[config.mk]
export PLATFORM = sky130hd
export DESIGN_NAME = dvi_timing_ctrl
export DESIGN_NICKNAME = d
export VERILOG_FILES = /design/src/rtl/dvi_timing_ctrl.sv
export SDC_FILE = /design/constraint.sdc
export NUM_CORES = 1
export LEC_CHECK = 0
export CAP_MARGIN = 5
export CORE_ASPECT_RATIO = 0.5
export CORE_UTILIZATION = 50
export DETAILED_ROUTE_END_ITERATION = 8
export GPL_TIMING_DRIVEN = 1
export PLACE_DENSITY = 0.75
export SETUP_SLACK_MARGIN = 0.05
export SYNTH_ARGS = -nofsm -noshare
export SYNTH_HDL_FRONTEND = slang
export SYNTH_SLANG_ARGS = --single-unit
[constraint.sdc]
create_clock -name i_clk -period 4.4 [get_ports i_clk]
set_input_delay 0.88 -clock i_clk [delete_from_list [all_inputs] [get_ports i_clk]]
set_output_delay 0.88 -clock i_clk [all_outputs]
set_load 0.005 [all_outputs]
[src/rtl/dvi_timing_ctrl.sv]
// Video timing controller for the DVI generator: pixel counters, DE/sync decode,
// coordinates and line/frame strobes, with start/stop aligned to frame boundaries.
module dvi_timing_ctrl #(
    parameter int H_RES  = 640,
    parameter int H_FP   = 16,
    parameter int H_SYNC = 96,
    parameter int H_BP   = 48,
    parameter int V_RES  = 480,
    parameter int V_FP   = 10,
    parameter int V_SYNC = 2,
    parameter int V_BP   = 33,
    parameter int H_POL  = 0,
    parameter int V_POL  = 0,
    parameter int CW     = 12
) (
    input  logic          i_clk,
    input  logic          i_rst,
    input  logic          i_en,
    output logic          o_busy,
    output logic          o_de,
    output logic          o_hsync,
    output logic          o_vsync,
    output logic [1:0]    o_ctrl_ch0,
    output logic [CW-1:0] o_sx,
    output logic [CW-1:0] o_sy,
    output logic          o_line,
    output logic          o_frame
);
    localparam int H_TOTAL  = H_RES + H_FP + H_SYNC + H_BP;
    localparam int V_TOTAL  = V_RES + V_FP + V_SYNC + V_BP;
    localparam int HS_START = H_RES + H_FP;
    localparam int HS_END   = HS_START + H_SYNC;
    localparam int VS_START = V_RES + V_FP;
    localparam int VS_END   = VS_START + V_SYNC;

    localparam logic [CW-1:0] H_LAST = CW'(H_TOTAL - 1);
    localparam logic [CW-1:0] V_LAST = CW'(V_TOTAL - 1);
    localparam logic          HS_ON  = (H_POL != 0);
    localparam logic          VS_ON  = (V_POL != 0);

    typedef enum logic [1:0] {IDLE, RUN, DRAIN} state_t;

    typedef struct packed {
        logic          de;
        logic          hs;
        logic          vs;
        logic          line;
        logic          frame;
        logic [CW-1:0] sx;
        logic [CW-1:0] sy;
    } pix_t;

    state_t        state, state_nxt;
    logic [CW-1:0] hx, vy;
    logic          h_end, v_end, running;
    pix_t          pix_idle, pix_nxt, pix_q;
    logic          busy_q;

    assign h_end   = (hx == H_LAST);
    assign v_end   = (vy == V_LAST);
    assign running = (state != IDLE);

    // Stopping is only honoured on the last pixel of a frame; a restart request wins.
    always_comb begin
        state_nxt = state;
        case (state)
            IDLE:    if (i_en) state_nxt = RUN;
            RUN:     if (!i_en) state_nxt = DRAIN;
            DRAIN: begin
                if (i_en)                state_nxt = RUN;
                else if (h_end && v_end) state_nxt = IDLE;
            end
            default: state_nxt = IDLE;
        endcase
    end

    always_ff @(posedge i_clk) begin
        if (i_rst) state <= IDLE;
        else       state <= state_nxt;
    end

    // Counters rest at the origin in IDLE, so every RUN entry starts a fresh frame.
    always_ff @(posedge i_clk) begin
        if (i_rst || !running) begin
            hx <= '0;
            vy <= '0;
        end else if (h_end) begin
            hx <= '0;
            vy <= v_end ? '0 : vy + 1'b1;
        end else begin
            hx <= hx + 1'b1;
        end
    end

    always_comb begin
        pix_idle       = '0;
        pix_idle.hs    = ~HS_ON;
        pix_idle.vs    = ~VS_ON;
        pix_nxt        = pix_idle;
        if (running) begin
            pix_nxt.de    = (32'(hx) < H_RES) && (32'(vy) < V_RES);
            pix_nxt.hs    = ((32'(hx) >= HS_START) && (32'(hx) < HS_END)) ? HS_ON : ~HS_ON;
            pix_nxt.vs    = ((32'(vy) >= VS_START) && (32'(vy) < VS_END)) ? VS_ON : ~VS_ON;
            pix_nxt.line  = (hx == '0);
            pix_nxt.frame = (hx == '0) && (vy == '0);
            pix_nxt.sx    = hx;
            pix_nxt.sy    = vy;
        end
    end

    // Single output stage keeps every strobe aligned with the coordinates it describes.
    always_ff @(posedge i_clk) begin
        if (i_rst) begin
            pix_q  <= pix_idle;
            busy_q <= 1'b0;
        end else begin
            pix_q  <= pix_nxt;
            busy_q <= (state_nxt != IDLE);
        end
    end

    assign o_busy     = busy_q;
    assign o_de       = pix_q.de;
    assign o_hsync    = pix_q.hs;
    assign o_vsync    = pix_q.vs;
    assign o_ctrl_ch0 = {pix_q.vs, pix_q.hs};
    assign o_sx       = pix_q.sx;
    assign o_sy       = pix_q.sy;
    assign o_line     = pix_q.line;
    assign o_frame    = pix_q.frame;

endmodule

==> impl_results.md <==
* Status: finished clean
* Clock transition at path regs at 100 ps
* Flop pwr share at 0.591
* Min Hold Slack at 498 ps
* Cts hold-fix bufs at 0
* Worst setup EP type: flop
* Routability cong. at 0.832
* Clock root buffer: clkbuf_8
* Slew HR at 0.380
* Placement Rows at 16
* FF-to-FF Start: hx[0]$_SDFF_PP0_
* Net load switching power at 0.178 mW
* Cell-by-cell trace of the critical path: ha_1 > and4_1 > nand3_2 > o21ai_1 > nor2_1
* Boundary Pins at 35
* Area share of fa/ha/maj cells after synthesis at 0.0230
* Synthesized area at 2180 µm²
* Ant diodes at 0
* Syn-to-layout area delta at 20.8%
* Synth cell types at 40
* Overflow after GRT at 0
* Worst Tran Pin Value at 924 ps
* Setup-violating endpoint count in the final report at 0
* Power Density at 330 nW/µm²
* HPWL after detailed placement at 3.03 mm
* Post-Route WL at 4.22 mm
* Post-synthesis xor/xnor area fraction at 0.0522
* Largest net degree at the start of global routing at 22
* Core ar. at 4040 µm²
* Syn nets at 231
* CP Class: flop to flop
* Final min period at 2440 ps
* Number of global-route vias before repair at 1539
* Die Ht at 48.7 µm
* Layout cells sized above 1 at 0.0586
* Power, Total at 0.868 mW
* Clock buffer depth at 2
* Gate Count Post-Synth at 224
* Max VDD drop at 236 µV
* DR WL/cell at 13.6 µm
* Largest family of logic cells by synthesized area: simple AND/OR/NAND/NOR gates
* Vias at 1644
* YS warnings at 0
* Die width at 95.4 µm
* Arrival time worst endpoint at 2610 ps
* Antenna Nets Post-Route at 0
* Internal power at 0.690 mW
* Finished Layout Cells at 310
* Sw frac at 0.205
* CP max stage delay at 790 ps
* Initial antenna violation count at 0
* Die area at 4640 µm²
* Drt first pass iters at 4
* Starting density of the core at 0.539
* Max-cap violations at 0
* DRC at 0
* RSZ-0062 raised after global routing: false
* Sequential share of the synthesized area at 0.514
* Placed Area at 2520 µm²
* Top FF cell, synth: dfxtp_1
* Initial DRC Count at 38
* Worst setup margin at 1960 ps
* Fin. Hold Viols at 0
* Worst path slowest cell: o21ai_1
* Fin crit share at 0.554
* IO Port Bufs at 34
* Mux cell area share after synthesis at 0
* Min-delay worst type: flop to flop
* Via/cell ratio at 5.30
* WP buf/inv at 0
* Complex-gate fraction of the synthesized area at 0.0649
* Cts bufs inserted at 5
* Hold_sp: hx[0]$_SDFF_PP0_
* # placed instances at 302
* Worst Path Required at 4570 ps
* H-tree lvl count at 2
* Global-route wire length before repair at 7.10 mm
* Comb power frac at 0.026
* CP startpoint kind: flop
* FFs w/ async S/R, synth at 0
* Setup tns final at 0 ps
* Slew Viols, Final at 0
* All-Layer GR Usage at 0.204
* Critical Path Fanout Max at 11
* F_max at 410 MHz
* CTS tree: done
* EDFF count, synth at 0
* Fin Clk Skew at 3.29 ps
* Post-CTS Setup Repair Bufs at 0
* Layout Nets at 262
* Crit path max-delay family: simple AND/OR/NAND/NOR gates
* Post-placement worst setup slack at 1670 ps
* Leakage at 0.962 nW
* Worst Setup SP: hx[0]$_SDFF_PP0_
* Final Util at 0.651
* Syn_area_per_cell at 9.73 µm²
* Clk_lat worst skew at 310 ps
* CTS sink cnt at 56
* Post-Synth Simple-Gate Area at 0.301
* Synth Register Bits at 56
* Cts repair resizes at 0
* Clock Power Share at 0.383
* Fin area at 2630 µm²
## area by class of cell
type	instances	area [µm²]
Fill cell	319	1410
Sequential cell	56	1120
Multi-Input combinational cell	150	962
Timing Repair Buffer	35	348
Clock buffer	6	72.6
Tap cell	54	67.6
Clock inverter	2	35.0
Inverter	7	26.3
## cell usage after synthesis (all sizes together) (2+ instances only)
| master | instances | area share |
|---|---|---|
| dfxtp | 56 | 0.51 |
| nor2 | 23 | 0.040 |
| and2 | 20 | 0.057 |
| nand4 | 11 | 0.041 |
| nand3 | 10 | 0.025 |
| xor2 | 10 | 0.040 |
| a21oi | 9 | 0.024 |
| nand2 | 9 | 0.015 |
| o21ai | 9 | 0.021 |
| buf | 8 | 0.027 |
| or3 | 8 | 0.023 |
| and3 | 7 | 0.020 |
| inv | 7 | 0.012 |
| and4 | 5 | 0.020 |
| ha | 4 | 0.023 |
| clkbuf | 3 | 0.0052 |
| nor2b | 3 | 0.0086 |
| nor4 | 3 | 0.0086 |
| xnor2 | 3 | 0.012 |
| a211oi | 2 | 0.0069 |
| nand2b | 2 | 0.0057 |
| nor3 | 2 | 0.0098 |
## metal layers
layer / GRT usage / up-vias / routed length [µm]
li1: - / 828 / -
met1: 0.269 / 778 / 2020
met2: 0.321 / 31 / 1960
met3: 0.0566 / 7 / 176
met4: 0.0672 / 0 / 67
met5: 0 / - / 0
## state kept, by name (all words and copies together), names as in the netlist
name,cells
vy,12
o_hsync,1
o_sy,12
o_line,1
o_de,1
state,2
o_frame,1
o_vsync,1
o_busy,1
hx,12
o_sx,12
## path summary, 6_finish.rpt
check / slack (ps) / end / depth (start not counted)
hold reg to reg: 500 / hx[0]$_SDFF_PP0_ / 1
setup reg to reg: 1960 / vy[2]$_SDFFE_PP0P_ / 5
setup / recovery: 1960 / vy[2]$_SDFFE_PP0P_ / 5
hold / removal: 500 / hx[0]$_SDFF_PP0_ / 1
## kinds of logic after synthesis
| logic type | after synthesis |
|---|---|
| simple gates | 109 |
| flops | 56 |
| compound gates | 24 |
| buf+inv | 18 |
| xor+xnor | 13 |
| fa+ha+maj | 4 |
## cell usage in the layout, fill, tap and decap left out, drive strengths merged, types with 3 or more instances in the layout
| cell | n |
|---|---|
| a21oi | 9 |
| and2 | 20 |
| and3 | 7 |
| and4 | 5 |
| clkbuf | 6 |
| clkdlybuf4s50 | 34 |
| dfxtp | 56 |
| ha | 4 |
| inv | 7 |
| nand2 | 9 |
| nand3 | 10 |
| nand4 | 11 |
| nor2 | 23 |
| nor2b | 3 |
| nor4 | 3 |
| o21ai | 9 |
| or3 | 8 |
| xnor2 | 3 |
| xor2 | 10 |
## worst register-to-register path: stages (launching register included)
cell     delay, ps
dfxtp_1        400
ha_1           220
and4_1         560
nand3_2        230
o21ai_1        790
nor2_1         120
## power by group through the flow
stage / registers (mW) / logic [mW] / clock network, mW
global placement: 0.525 / 0.0222 / 0
finish: 0.513 / 0.0229 / 0.332
global route: 0.514 / 0.0253 / 0.358
CTS: 0.513 / 0.0230 / 0.339
detailed placement: 0.525 / 0.0229 / 0
floorplan: 0.525 / 0.0121 / 0
(Power assumes the default switching activity.)
